<file path="src/rtl/reg_file_pkg.sv">
// Shared constants for the configuration register bank: reset image,
// named register indices and the legal read-latency range.
package reg_file_pkg;

  localparam logic [31:0] DEFAULT_RST_VALS = 32'h0881_0000;

  localparam int REG_ALU_OPA   = 0;
  localparam int REG_ALU_OPB   = 1;
  localparam int REG_UART_CFG  = 2;
  localparam int REG_DIV_RATIO = 3;

  localparam int RD_LAT_MIN = 1;
  localparam int RD_LAT_MAX = 2;

  function automatic bit rd_lat_legal(input int lat);
    return (lat >= RD_LAT_MIN) && (lat <= RD_LAT_MAX);
  endfunction

endpackage

</file>
<file path="src/rtl/reg_file_rd_pipe.sv">
// Extra read-response stages: delays {valid, err, data} by STAGES cycles.
// Data only advances alongside a valid so the final output holds between reads.
module reg_file_rd_pipe #(
  parameter int WIDTH  = 8,
  parameter int STAGES = 1
) (
  input  logic             CLK,
  input  logic             RST,
  input  logic             in_valid,
  input  logic             in_err,
  input  logic [WIDTH-1:0] in_data,
  output logic             out_valid,
  output logic             out_err,
  output logic [WIDTH-1:0] out_data
);

  if (STAGES == 0) begin : g_bypass
    logic unused_clk_rst;
    assign unused_clk_rst = ^{CLK, RST};
    assign out_valid = in_valid;
    assign out_err   = in_err;
    assign out_data  = in_data;
  end else begin : g_stages
    logic             v_q [STAGES];
    logic             e_q [STAGES];
    logic [WIDTH-1:0] d_q [STAGES];

    always_ff @(posedge CLK or posedge RST) begin
      if (RST) begin
        for (int i = 0; i < STAGES; i++) begin
          v_q[i] <= 1'b0;
          e_q[i] <= 1'b0;
          d_q[i] <= '0;
        end
      end else begin
        v_q[0] <= in_valid;
        e_q[0] <= in_err;
        if (in_valid) d_q[0] <= in_data;
        for (int i = 1; i < STAGES; i++) begin
          v_q[i] <= v_q[i-1];
          e_q[i] <= e_q[i-1];
          if (v_q[i-1]) d_q[i] <= d_q[i-1];
        end
      end
    end

    assign out_valid = v_q[STAGES-1];
    assign out_err   = e_q[STAGES-1];
    assign out_data  = d_q[STAGES-1];
  end

endmodule

</file>
<file path="src/rtl/reg_file_mp.sv">
// Configuration register bank: masked/protected write port, independent read
// port with 1- or 2-cycle latency, low registers exposed continuously.
module reg_file_mp
  import reg_file_pkg::*;
#(
  parameter int WIDTH   = 8,
  parameter int DEPTH   = 16,
  parameter int ADDR_W  = $clog2(DEPTH),
  parameter int RD_LAT  = 1,
  parameter int NUM_EXP = 4,
  parameter logic [DEPTH*WIDTH-1:0] RST_VALS = (DEPTH*WIDTH)'(DEFAULT_RST_VALS),
  parameter logic [DEPTH-1:0]       RO_MASK  = '0
) (
  input  logic                     CLK,
  input  logic                     RST,
  input  logic                     WrEn,
  input  logic [ADDR_W-1:0]        WrAddr,
  input  logic [WIDTH-1:0]         WrData,
  input  logic [WIDTH-1:0]         WrMask,
  input  logic                     RdEn,
  input  logic [ADDR_W-1:0]        RdAddr,
  output logic [WIDTH-1:0]         RdData,
  output logic                     RdData_Valid,
  output logic                     RdErr,
  output logic                     WrErr,
  output logic [NUM_EXP*WIDTH-1:0] REG_OUT
);

  if (!rd_lat_legal(RD_LAT)) begin : g_bad_rd_lat
    $error("reg_file_mp: RD_LAT must be 1 or 2");
  end
  if (NUM_EXP > DEPTH) begin : g_bad_num_exp
    $error("reg_file_mp: NUM_EXP must not exceed DEPTH");
  end

  localparam logic [ADDR_W:0] DEPTH_L = (ADDR_W+1)'(DEPTH);

  logic [WIDTH-1:0] mem [DEPTH];

  logic wr_in_range, wr_ro, wr_ok, rd_in_range;

  always_comb begin
    wr_in_range = {1'b0, WrAddr} < DEPTH_L;
    wr_ro       = wr_in_range ? RO_MASK[WrAddr] : 1'b0;
    wr_ok       = WrEn & wr_in_range & ~wr_ro;
    rd_in_range = {1'b0, RdAddr} < DEPTH_L;
  end

  // Read-only registers are simply never written, so they keep the reset image.
  always_ff @(posedge CLK or posedge RST) begin
    if (RST) begin
      for (int i = 0; i < DEPTH; i++) mem[i] <= RST_VALS[i*WIDTH +: WIDTH];
    end else if (wr_ok) begin
      mem[WrAddr] <= (mem[WrAddr] & ~WrMask) | (WrData & WrMask);
    end
  end

  always_ff @(posedge CLK or posedge RST) begin
    if (RST) WrErr <= 1'b0;
    else     WrErr <= WrEn & ~wr_ok;
  end

  // Response handshake is valid-only: the consumer cannot stall, so every
  // accepted RdEn yields exactly one RdData_Valid pulse RD_LAT cycles later,
  // with RdErr qualified by that same pulse. Data is sampled before any
  // same-edge write lands (read-before-write).
  logic             s1_valid, s1_err;
  logic [WIDTH-1:0] s1_data;

  always_ff @(posedge CLK or posedge RST) begin
    if (RST) begin
      s1_valid <= 1'b0;
      s1_err   <= 1'b0;
      s1_data  <= '0;
    end else begin
      s1_valid <= RdEn;
      s1_err   <= RdEn & ~rd_in_range;
      if (RdEn) s1_data <= rd_in_range ? mem[RdAddr] : '0;
    end
  end

  reg_file_rd_pipe #(
    .WIDTH  (WIDTH),
    .STAGES (RD_LAT - 1)
  ) u_rd_pipe (
    .CLK       (CLK),
    .RST       (RST),
    .in_valid  (s1_valid),
    .in_err    (s1_err),
    .in_data   (s1_data),
    .out_valid (RdData_Valid),
    .out_err   (RdErr),
    .out_data  (RdData)
  );

  for (genvar g = 0; g < NUM_EXP; g++) begin : g_exp
    assign REG_OUT[g*WIDTH +: WIDTH] = mem[g];
  end

endmodule

</file>
<file path="config.mk">
export PLATFORM = sky130hd
export DESIGN_NAME = reg_file_mp
export DESIGN_NICKNAME = d
export VERILOG_FILES = /design/src/rtl/reg_file_pkg.sv /design/src/rtl/reg_file_rd_pipe.sv /design/src/rtl/reg_file_mp.sv
export SDC_FILE = /design/constraint.sdc
export NUM_CORES = 1
export LEC_CHECK = 0
export BUFFER_PORTS_ARGS = -buffer_cell sky130_fd_sc_hd__buf_4
export CAP_MARGIN = 30
export CELL_PAD_IN_SITES_DETAIL_PLACEMENT = 1
export CELL_PAD_IN_SITES_GLOBAL_PLACEMENT = 1
export CORE_MARGIN = 10
export CORE_UTILIZATION = 50
export DETAILED_ROUTE_END_ITERATION = 10
export HOLD_SLACK_MARGIN = 0.03
export PLACE_DENSITY = 0.89
export SLEW_MARGIN = 20
export SYNTH_ARGS = -nofsm -noshare
export SYNTH_HDL_FRONTEND = slang
export SYNTH_HIERARCHICAL = 1
export SYNTH_SLANG_ARGS = --single-unit
</file>
<file path="constraint.sdc">
create_clock -name CLK -period 7 [get_ports CLK]
set_clock_uncertainty 0.1 [all_clocks]
set_input_delay 1.4 -clock CLK [delete_from_list [all_inputs] [get_ports CLK]]
set_output_delay 1.4 -clock CLK [all_outputs]
set_load 0.005 [all_outputs]
</file>
==> results of run 1 <==
-- registers in the layout, indices dropped and copies added, names as in the netlist --
register and cells:
s1_data 8, mem 96, s1_valid 1, REG_OUT 32
-- placed cells by master (no fill, tap or decap), types with 3 or more instances in the layout --
cell / Yosys / layout
dfrtp_1: 134 / 134
nand2_1: 86 / 86
nor2_1: 78 / 78
buf_4: 48 / 78
a31oi_1: 64 / 64
o21ai_0: 49 / 49
mux2i_1: 36 / 36
mux4_2: 34 / 34
mux2_2: 27 / 27
clkbuf_16: 0 / 17
o22ai_1: 16 / 16
o21ai_1: 15 / 15
a21oi_1: 14 / 14
nor2b_1: 10 / 10
nand3_1: 10 / 10
a22oi_1: 8 / 8
a222oi_1: 6 / 6
a21o_2: 6 / 6
a211oi_1: 6 / 6
inv_1: 6 / 5
and3b_1: 4 / 4
mux2_4: 4 / 4
dfstp_2: 3 / 3
nand2b_1: 3 / 3
and2_1: 3 / 3
nand3_2: 3 / 3
nor3_1: 3 / 3
clkinvlp_4: 0 / 3
clkinv_2: 0 / 3
clkbuf_1: 18 / 3
-- how the worst max path moves through the flow --
stage | startpoint | to | slack [ns] | depth (start not counted)
2_1_floorplan | RST | REG_OUT[0] | 1.84 | 1
3_3_place_gp | WrAddr[0] | REG_OUT[26] | 3.08 | 5
3_5_place_dp | WrAddr[0] | REG_OUT[4] | 2.92 | 5
4_1_cts | WrAddr[0] | mem[60] | 3.34 | 5
5_1_grt | WrAddr[0] | mem[31] | 3.35 | 5
6_report | WrAddr[0] | mem[91] | 3.32 | 5
-- cell type report --
cell class	instances	share of cell area, %
clock buffer	20	5.13
multi-input combinational	505	42.6
tap	188	2.76
sequential	137	40.3
clock inverter	11	1.46
timing repair buffer	80	7.44
inverter	6	0.323
-- per-layer routing --
layer / track usage [%] / routed length [µm] / part of all wire, %
met1: 32.8 / 10300 / 36
met3: 7.25 / 2810 / 10
met4: 17.3 / 1710 / 6.1
met2: 44.3 / 13400 / 48
met5: 0 / 0 / 0
-- power by group through the flow --
stage / Combinational, mW / Clock, mW / Sequential [mW]
2_1_floorplan: 0.523 / 0 / 1.09
3_3_place_gp: 0.611 / 0 / 1.16
3_5_place_dp: 0.659 / 0 / 1.18
4_1_cts: 0.684 / 0.881 / 1.17
5_1_grt: 0.748 / 0.922 / 1.20
6_report: 0.694 / 0.882 / 1.19
-- cell families after synthesis --
group           Yosys count  synth area share, %
compound gates          190                 15.1
buf+inv                 106                 9.04
flops                   137                 44.3
mux                     102                 19.4
other cells               1               0.0484
simple gates            211                 12.2
-- worst max-delay path: stages --
cell and delay, ns:
buf_4 0.30, buf_12 0.28, nor3b_1 0.82, nand2_1 0.65
o21ai_0 0.42
==> flow_summary.yaml, run 1 <==
synthesis:
  yosysTopAreaCell: "dfrtp_1"
  synth_ff_type: "dfrtp_1"
  yosys.area.top_type_share_pct: 43.2
  synth_edf_count: 0
  syn_area_per_cell_um2: 10.4
  netlist-cell-type-count: 45
  syn_area_mm2: 0.00775
  ys_ff_latch: 137
  yosys_warnings: 6
  synth_most_common_cell: "dfrtp_1"
  synthesis.instances: 747
  async_flop_share_pct: 100
  synth.top_cells.by_area: "dfrtp_1 (43%), mux4_2 (9.9%), a31oi_1 (5.2%)"
  ys_top_cells_by_count: "dfrtp_1 (134), nand2_1 (86), nor2_1 (78), a31oi_1 (64), o21ai_0 (49)"
  synth_seq_area_share_pct: 44.3
power:
  seqPwrFrac_pct: 43.0
  p_int_mw: 1.84
  power.switching_mw: 0.925
  power_mw: 2.76
  power_frac_comb_pct: 25.1
  vdd_ir_drop_max_mv: 0.193
  powerDensity_mw_per_mm2: 325
  leakagePower_nw: 3.68
  clkPwrFrac_pct: 31.9
  p_sw_share_pct: 33.5
drt:
  drcViolationCount: 0
  vias: 6744
  routed_wl_um: 28200
  avgViaCountPerCell: 7.12
  drt_iter0_markers: 1006
  drt_pass1_iterations: 6
  wl_per_cell_um: 29.8
  ant_nets: 0
global_route:
  grt_max_degree: 71
  antenna_found_initial: 0
  track_usage_pct: 27.8
  gr-total-overflow: 0
  grt_pass1_vias: 7203
  grt_first_pass_wirelength_um: 43400
cells_and_area:
  nets: 775
  fill_cells: 1637
  diodes: 0
  design_area_mm2: 0.00851
  multi_input_area_mm2: 0.00362
  fin_cells: 947
  utilization_pct: 56.0
  area_growth_pct: 9.80
  layout-drive-gt1-share_pct: 25.3
  seq_area_mm2: 0.00343
die:
  rows: 45
  die_x_um: 145
  dieArea_mm2: 0.0209
  die_h_um: 145
  initial_utilization_pct: 51.0
  core_mm2: 0.0152
  pin_count: 71
worst_hold_path:
  hp-start: "mem[1]"
  worstHoldPathCells: 2
  holdPathEnd: "mem[1]"
  hold_path_class: "reg2reg"
sta:
  setup_viol: 0
  final-hold-violation-count: 0
  rsz0062_at_grt: "false"
  tns_ns: 0
  worst_pin_slew_ns: 1.01
  max_freq_ghz: 0.272
  finalCritPeriodShare_pct: 52.6
  fin_crit_ns: 3.68
  drv_slew: 0
  hold_slack_ns: 0.415
  relSlewSlack_pct: 32.3
  finalWorstSetupSlack_ns: 3.32
placement:
  io_buffer_count: 68
  hpwl_um: 17900
  routabilityCongestion: 0.914
  post_dp_cell_area_mm2: 0.00790
  place_ws_ns: 2.92
  dp.cells: 911
run:
  cap_violations: 0
worst_setup_path:
  path_class: "in2reg"
  rr_startpoint: "REG_OUT[28]"
  crit_path_start_kind: "input pin"
  cp.required_ns: 7.21
  cp_max_fo: 39
  reg2reg_slack_ns: 4.81
  critPathCaptureType: "register"
  rr_worst_depth: 4
  crit_arrival_ns: 3.89
  rr_endpoint: "REG_OUT[4]"
outcome:
  status: "complete, no violations"
clocking:
  clock_sinks: 137
  cts-buffers-inserted: 17
  cts_tree: "built"
  h-tree-depth: 4
  root_buffer: "clkbuf_16"
  clock_latency_ns: 0.43
  cts_setup_buffers: 0
  cts_resized: 0
  cts_max_path_buffers: 2
  cts_hold_buf: 0
  clkSlewWorstSetupHoldPaths_ns: 0.06
Power figures use the tool's default switching activity.
==> run 2, diff against run 1 <==
--- a/config.mk
+++ b/config.mk
@@ -5,15 +5,16 @@
 export SDC_FILE = /design/constraint.sdc
 export NUM_CORES = 1
 export LEC_CHECK = 0
+export ABC_AREA = 1
 export BUFFER_PORTS_ARGS = -buffer_cell sky130_fd_sc_hd__buf_4
 export CAP_MARGIN = 30
 export CELL_PAD_IN_SITES_DETAIL_PLACEMENT = 1
 export CELL_PAD_IN_SITES_GLOBAL_PLACEMENT = 1
 export CORE_MARGIN = 10
-export CORE_UTILIZATION = 50
+export CORE_UTILIZATION = 43
 export DETAILED_ROUTE_END_ITERATION = 10
 export HOLD_SLACK_MARGIN = 0.03
-export PLACE_DENSITY = 0.89
+export PLACE_DENSITY = 0.85
 export SLEW_MARGIN = 20
 export SYNTH_ARGS = -nofsm -noshare
 export SYNTH_HDL_FRONTEND = slang
==> constraint.sdc (replaced) <==
create_clock -name CLK -period 3.8 [get_ports CLK]
set_clock_uncertainty 0.1 [all_clocks]
set_input_delay 0.76 -clock CLK [delete_from_list [all_inputs] [get_ports CLK]]
set_output_delay 0.76 -clock CLK [all_outputs]
set_load 0.005 [all_outputs]
==> run 2 against run 1 <==
Compared with the run above: die area increased by 23%; worst hold slack got worse by 0.26 ns; count of clock-buffer cells in the layout decreased by 1; core utilization decreased by 7.3 points; non-clock buffer count increased by 8; combinational power increased by 84%; final area increased by 11%; sequential cell count unchanged; sequential share of layout area decreased by 4.0 points; register-to-register slack got worse by 3.0 ns; synthesized area increased by 9.3%; critical endpoint is now REG_OUT[29]; largest cell class unchanged; largest power group unchanged.
==> flow_summary.yaml, run 2 <==
placement:
  hpwl_um: 24600
  post_dp_cell_area_mm2: 0.00885
  dp.cells: 1536
  routabilityCongestion: 0.935
  io_buffer_count: 68
worst_setup_path:
  cp_max_fo: 24
  cp.required_ns: 4.08
  critPathCaptureType: "register"
  rr_worst_depth: 8
  path_class: "in2reg"
  crit_path_start_kind: "input pin"
  crit_arrival_ns: 2.89
power:
  clkPwrFrac_pct: 33.2
  power.switching_mw: 1.92
  leakagePower_nw: 5.06
  p_sw_share_pct: 37.5
  seqPwrFrac_pct: 41.7
  p_int_mw: 3.20
  power_frac_comb_pct: 25.0
  powerDensity_mw_per_mm2: 543
  vdd_ir_drop_max_mv: 0.372
synthesis:
  synth_edf_count: 0
  syn_area_per_cell_um2: 6.59
  syn_area_mm2: 0.00847
  yosys.area.top_type_share_pct: 39.6
  yosys_warnings: 6
  netlist-cell-type-count: 20
  synth_seq_area_share_pct: 40.5
  ys_ff_latch: 137
  synthesis.instances: 1286
  synth_ff_type: "dfrtp_1"
  yosysTopAreaCell: "dfrtp_1"
  synth.top_cells.by_area: "dfrtp_1 (40%), nand2_1 (30%), nand3_1 (15%)"
  synth_most_common_cell: "nand2_1"
  ys_top_cells_by_count: "nand2_1 (676), nand3_1 (247), dfrtp_1 (134), buf_4 (46), nor2_1 (38)"
  async_flop_share_pct: 100
sta:
  rsz0062_at_grt: "false"
  worst_pin_slew_ns: 1.04
  tns_ns: 0
  finalCritPeriodShare_pct: 68.7
  hold_slack_ns: 0.154
  final-hold-violation-count: 0
  fin_crit_ns: 2.61
  relSlewSlack_pct: 30.5
  drv_slew: 0
  setup_viol: 0
  max_freq_ghz: 0.383
drt:
  routed_wl_um: 37200
  ant_nets: 0
  drcViolationCount: 0
  avgViaCountPerCell: 5.94
  vias: 9313
  drt_pass1_iterations: 5
  wl_per_cell_um: 23.7
  drt_iter0_markers: 1189
cells_and_area:
  final_cell_mix: "nand2_1 (676), nand3_1 (247), dfrtp_1 (134)"
  regMostFlops: "mem"
  fin_cells: 1569
  nets: 1319
  design_area_mm2: 0.00944
  final_common_cell: "nand2_1"
  largest_reg_flops: 96
  layout-drive-gt1-share_pct: 12.8
  fill_cells: 2595
  diodes: 0
  area_growth_pct: 11.5
global_route:
  grt_pass1_vias: 9488
  grt_max_degree: 65
  antenna_found_initial: 0
  gr-total-overflow: 0
  grt_first_pass_wirelength_um: 57400
  track_usage_pct: 28.7
die:
  die_h_um: 160
  initial_utilization_pct: 43.7
  die_x_um: 160
  pin_count: 71
  core_mm2: 0.0194
  rows: 51
  dieArea_mm2: 0.0257
clocking:
  root_buffer: "clkbuf_16"
  h-tree-depth: 4
  clock_latency_ns: 0.45
  cts_max_path_buffers: 2
  cts_tree: "built"
  cts_resized: 0
  cts-buffers-inserted: 17
  clkSlewWorstSetupHoldPaths_ns: 0.06
  cts_hold_buf: 0
  clock_sinks: 137
  cts_setup_buffers: 0
worst_hold_path:
  hold_path_class: "in2async"
outcome:
  status: "complete, no violations"
run:
  cap_violations: 0
==> run 2: through the flow <==
stage | total power, mW | worst slack (ns) | util, %
6_report | 5.13 | 1.19 | 48.7
5_1_grt | 5.35 | 1.10 | 48.7
4_1_cts | 5.09 | 1.27 | 48.6
3_5_place_dp | 3.39 | 0.891 | 45.6
3_3_place_gp | 3.33 | 0.919 | 45.5
2_1_floorplan | 2.89 | 1.24 | -
==> run 2: layer usage <==
metal,global-route usage (%),routed length (µm),vias to the layer above
met2,44.6,16900,595
li1,-,-,4024
met1,37.5,15000,4578
met5,0,0,-
met3,5.83,3690,116
met4,13.8,1600,0
==> run 2: cell type report <==
| class | instances | area (µm²) | share of cell area, % |
|---|---|---|---|
| inverter | 42 | 161 | 1.71 |
| sequential | 137 | 3430 | 36.3 |
| timing repair buffer | 88 | 718 | 7.61 |
| tap | 265 | 332 | 3.51 |
| multi-input combinational | 1005 | 4220 | 44.7 |
| clock buffer | 19 | 433 | 4.58 |
| clock inverter | 13 | 144 | 1.52 |
==> run 2: power by group through the flow <==
stage / clock network, mW / logic [mW] / registers [mW]
2_1_floorplan: 0 / 0.898 / 1.99
3_3_place_gp: 0 / 1.19 / 2.14
3_5_place_dp: 0 / 1.24 / 2.14
4_1_cts: 1.70 / 1.27 / 2.13
5_1_grt: 1.76 / 1.42 / 2.17
6_report: 1.70 / 1.28 / 2.14
==> run 2: worst max-delay path, stage by stage <==
cell and delay, ns:
buf_4 0.12, inv_2 0.14, buf_4 0.32, buf_4 0.30, nand2_1 0.08, nand2_1 0.06, nand2_1 0.05, nand3_1 0.08
a21oi_1 0.12, nand2_2 0.54, nand3_1 0.18, nand2_1 0.11
==> run 2: path summary, 6_finish.rpt <==
check,start,end,slack (ns)
worst max-delay path,WrAddr[0],REG_OUT[29],1.19
worst min-delay path,RST,mem[39],0.15
worst max register to register,mem[53],REG_OUT[29],1.78
worst min register to register,REG_OUT[23],REG_OUT[23],0.41
max in group asynchronous,RST,mem[17],2.68
min in group CLK,REG_OUT[23],REG_OUT[23],0.41
==> run 2: cells by family (layout without fill, tap and decap cells) <==
| logic type | Yosys count | after routing | share of synthesized area (%) |
|---|---|---|---|
| AND/OR/NAND/NOR | 987 | 987 | 48.7 |
| other | 1 | 2 | 0.0443 |
| AO/OA/AOI/OAI | 16 | 16 | 1.06 |
| buffers and inverters | 145 | 162 | 9.69 |
| flip-flops | 137 | 137 | 40.5 |
==> run 3, diff against run 2 <==
--- a/config.mk
+++ b/config.mk
@@ -11,10 +11,10 @@
 export CELL_PAD_IN_SITES_DETAIL_PLACEMENT = 1
 export CELL_PAD_IN_SITES_GLOBAL_PLACEMENT = 1
 export CORE_MARGIN = 10
-export CORE_UTILIZATION = 43
+export CORE_UTILIZATION = 39
 export DETAILED_ROUTE_END_ITERATION = 10
 export HOLD_SLACK_MARGIN = 0.03
-export PLACE_DENSITY = 0.85
+export PLACE_DENSITY = 0.82
 export SLEW_MARGIN = 20
 export SYNTH_ARGS = -nofsm -noshare
 export SYNTH_HDL_FRONTEND = slang
==> constraint.sdc (replaced) <==
create_clock -name CLK -period 2.4 [get_ports CLK]
set_clock_uncertainty 0.1 [all_clocks]
set_input_delay 0.48 -clock CLK [delete_from_list [all_inputs] [get_ports CLK]]
set_output_delay 0.48 -clock CLK [all_outputs]
set_load 0.005 [all_outputs]
==> run 3 against run 2 <==
Compared with the run above: critical path depth grew 2; total power increased by 53%; sequential share of layout area is 1.7 points lower; first-iteration DRC count decreased by 12%; routed wire length is 3.1% lower; via count shrank 0.56%; largest power group unchanged; final area is 4.8% higher; register-to-register slack worse by 1.1 ns; core utilization down 2.1 points; final cell count increased by 3.1%.
==> flow_summary.yaml, run 3 (synthesis gave the netlist of run 2 again) <==
global_route:
  track_usage_pct: 25.5
  antenna_found_initial: 0
  gr-total-overflow: 0
  grt_max_degree: 43
  grt_first_pass_wirelength_um: 56600
  grt_pass1_vias: 9419
run:
  cap_violations: 0
drt:
  avgViaCountPerCell: 5.73
  wl_per_cell_um: 22.3
  vias: 9261
  drcViolationCount: 0
  routed_wl_um: 36000
  drt_iter0_markers: 1042
  drt_pass1_iterations: 5
  ant_nets: 0
sta:
  max_freq_ghz: 0.534
  fin_crit_ns: 1.87
  final-hold-violation-count: 0
  hold_slack_ns: 0.0624
  rsz0062_at_grt: "false"
  finalCritPeriodShare_pct: 78.1
  finalWorstSetupSlack_ns: 0.527
  relSlewSlack_pct: 39.7
  setup_viol: 0
  drv_slew: 0
  tns_ns: 0
  worst_pin_slew_ns: 0.903
power:
  leakagePower_nw: 5.30
  vdd_ir_drop_max_mv: 0.501
  powerDensity_mw_per_mm2: 791
placement:
  io_buffer_count: 68
  place_ws_ns: 0.141
  dp.cells: 1589
  routabilityCongestion: 0.969
  hpwl_um: 25700
worst_setup_path:
  crit_path_max_incr_delay_ns: 0.19
  crit_arrival_ns: 2.09
  crit_chain: "buf_4 > buf_12 > buf_4 > nand2_1 > nand2_1 > nand2_1 > nand2_1 > nand2_1 > nand2_1 > nor2_1 > nand2_2 > buf_4 > nand3_1 > nand2_1"
  crit_buf_inv: 4
  path_class: "in2reg"
  cp.required_ns: 2.61
  critPathCaptureType: "register"
  crit_path_start_kind: "input pin"
  cpMostUsedCell: "nand2_1"
  cp_max_fo: 11
  critPathSlowestCell: "buf_4"
  crit_family: "simple AND/OR/NAND/NOR gates"
clocking:
  root_buffer: "clkbuf_16"
  clock_latency_ns: 0.42
  cts_tree: "built"
  cts_resized: 0
  clkSlewWorstSetupHoldPaths_ns: 0.06
  h-tree-depth: 4
  cts_setup_buffers: 0
  clock_sinks: 137
  cts_max_path_buffers: 2
  cts_hold_buf: 0
  cts-buffers-inserted: 17
cells_and_area:
  final_cell_mix: "nand2_1 (676), nand3_1 (247), dfrtp_1 (134)"
  fin_cells: 1617
  largest_reg_flops: 96
  fill_cells: 2801
  layout-drive-gt1-share_pct: 15.1
  diodes: 0
  regMostFlops: "mem"
  final_common_cell: "nand2_1"
  area_growth_pct: 16.8
  nets: 1361
die:
  core_mm2: 0.0212
  dieArea_mm2: 0.0280
  pin_count: 71
  die_h_um: 167
  initial_utilization_pct: 39.9
  rows: 53
  die_x_um: 167
outcome:
  status: "complete, no violations"
worst_hold_path:
  hold_path_class: "in2async"
run 3: cell count changes in the layout (fill, tap and decap cells not counted):
cell | previous run | this run
buf_4 | 83 | 109
inv_6 | 3 | 0
clkinv_2 | 3 | 5
bufinv_16 | 2 | 0
clkbuf_8 | 0 | 2
clkinvlp_4 | 2 | 1
buf_12 | 4 | 21
clkbuf_1 | 2 | 4
buf_8 | 1 | 0
clkinv_4 | 4 | 0
run 3: through the flow:
stage                     power (mW)  cell area [µm²]  util [%]
after global placement          5.35             9400      44.3
final                           7.82             9890      46.6
after detailed placement        5.45             9400      44.3
after CTS                       7.80             9890      46.6
after global routing            8.23             9890      46.6
after floorplan                 4.58             8480         -
run 3: worst register-to-register path: cells and delay by family, from the launching register on:
| family | cells | cell delay, ns |
|---|---|---|
| AND/OR/NAND/NOR | 10 | 0.93 |
| flip-flops | 1 | 0.42 |
| buffers and inverters | 1 | 0.18 |
run 3: layout make-up:
| class | count | area [µm²] | share of cell area (%) |
|---|---|---|---|
| Clock inverter | 5 | 25.0 | 0.253 |
| Inverter | 42 | 161 | 1.63 |
| Multi-Input combinational cell | 1005 | 4220 | 42.7 |
| Timing Repair Buffer | 130 | 1240 | 12.5 |
| Clock buffer | 23 | 468 | 4.73 |
| Sequential cell | 137 | 3430 | 34.7 |
| Tap cell | 275 | 344 | 3.48 |
run 3: path summary, 6_finish.rpt:
path                        startpoint          end  slack, ns  cells after the start
max reg2reg                REG_OUT[10]      mem[42]       0.67                     11
max in group asynchronous          RST   s1_data[2]       1.53                      3
min in group CLK                  RdEn     s1_valid       0.20                      1
min reg2reg                REG_OUT[27]  REG_OUT[27]       0.39                      2
min                                RST  REG_OUT[28]       0.06                      2
max                          WrAddr[0]      mem[42]       0.53                     14
run 3: per-layer routing:
layer	vias to the layer above	routed length, µm	GRT usage, %
li1	4122	-	-
met1	4573	14700	33.6
met2	492	16100	39.2
met3	74	4080	8.08
met4	0	1040	7.49
met5	-	0	0
run 3: report_power, final:
group	leakage (nW)	switching [mW]	internal [mW]
clock network	0.248	0.986	1.34
registers	1.75	0.518	2.81
logic	3.31	1.31	0.851
total	5.30	2.81	5.01
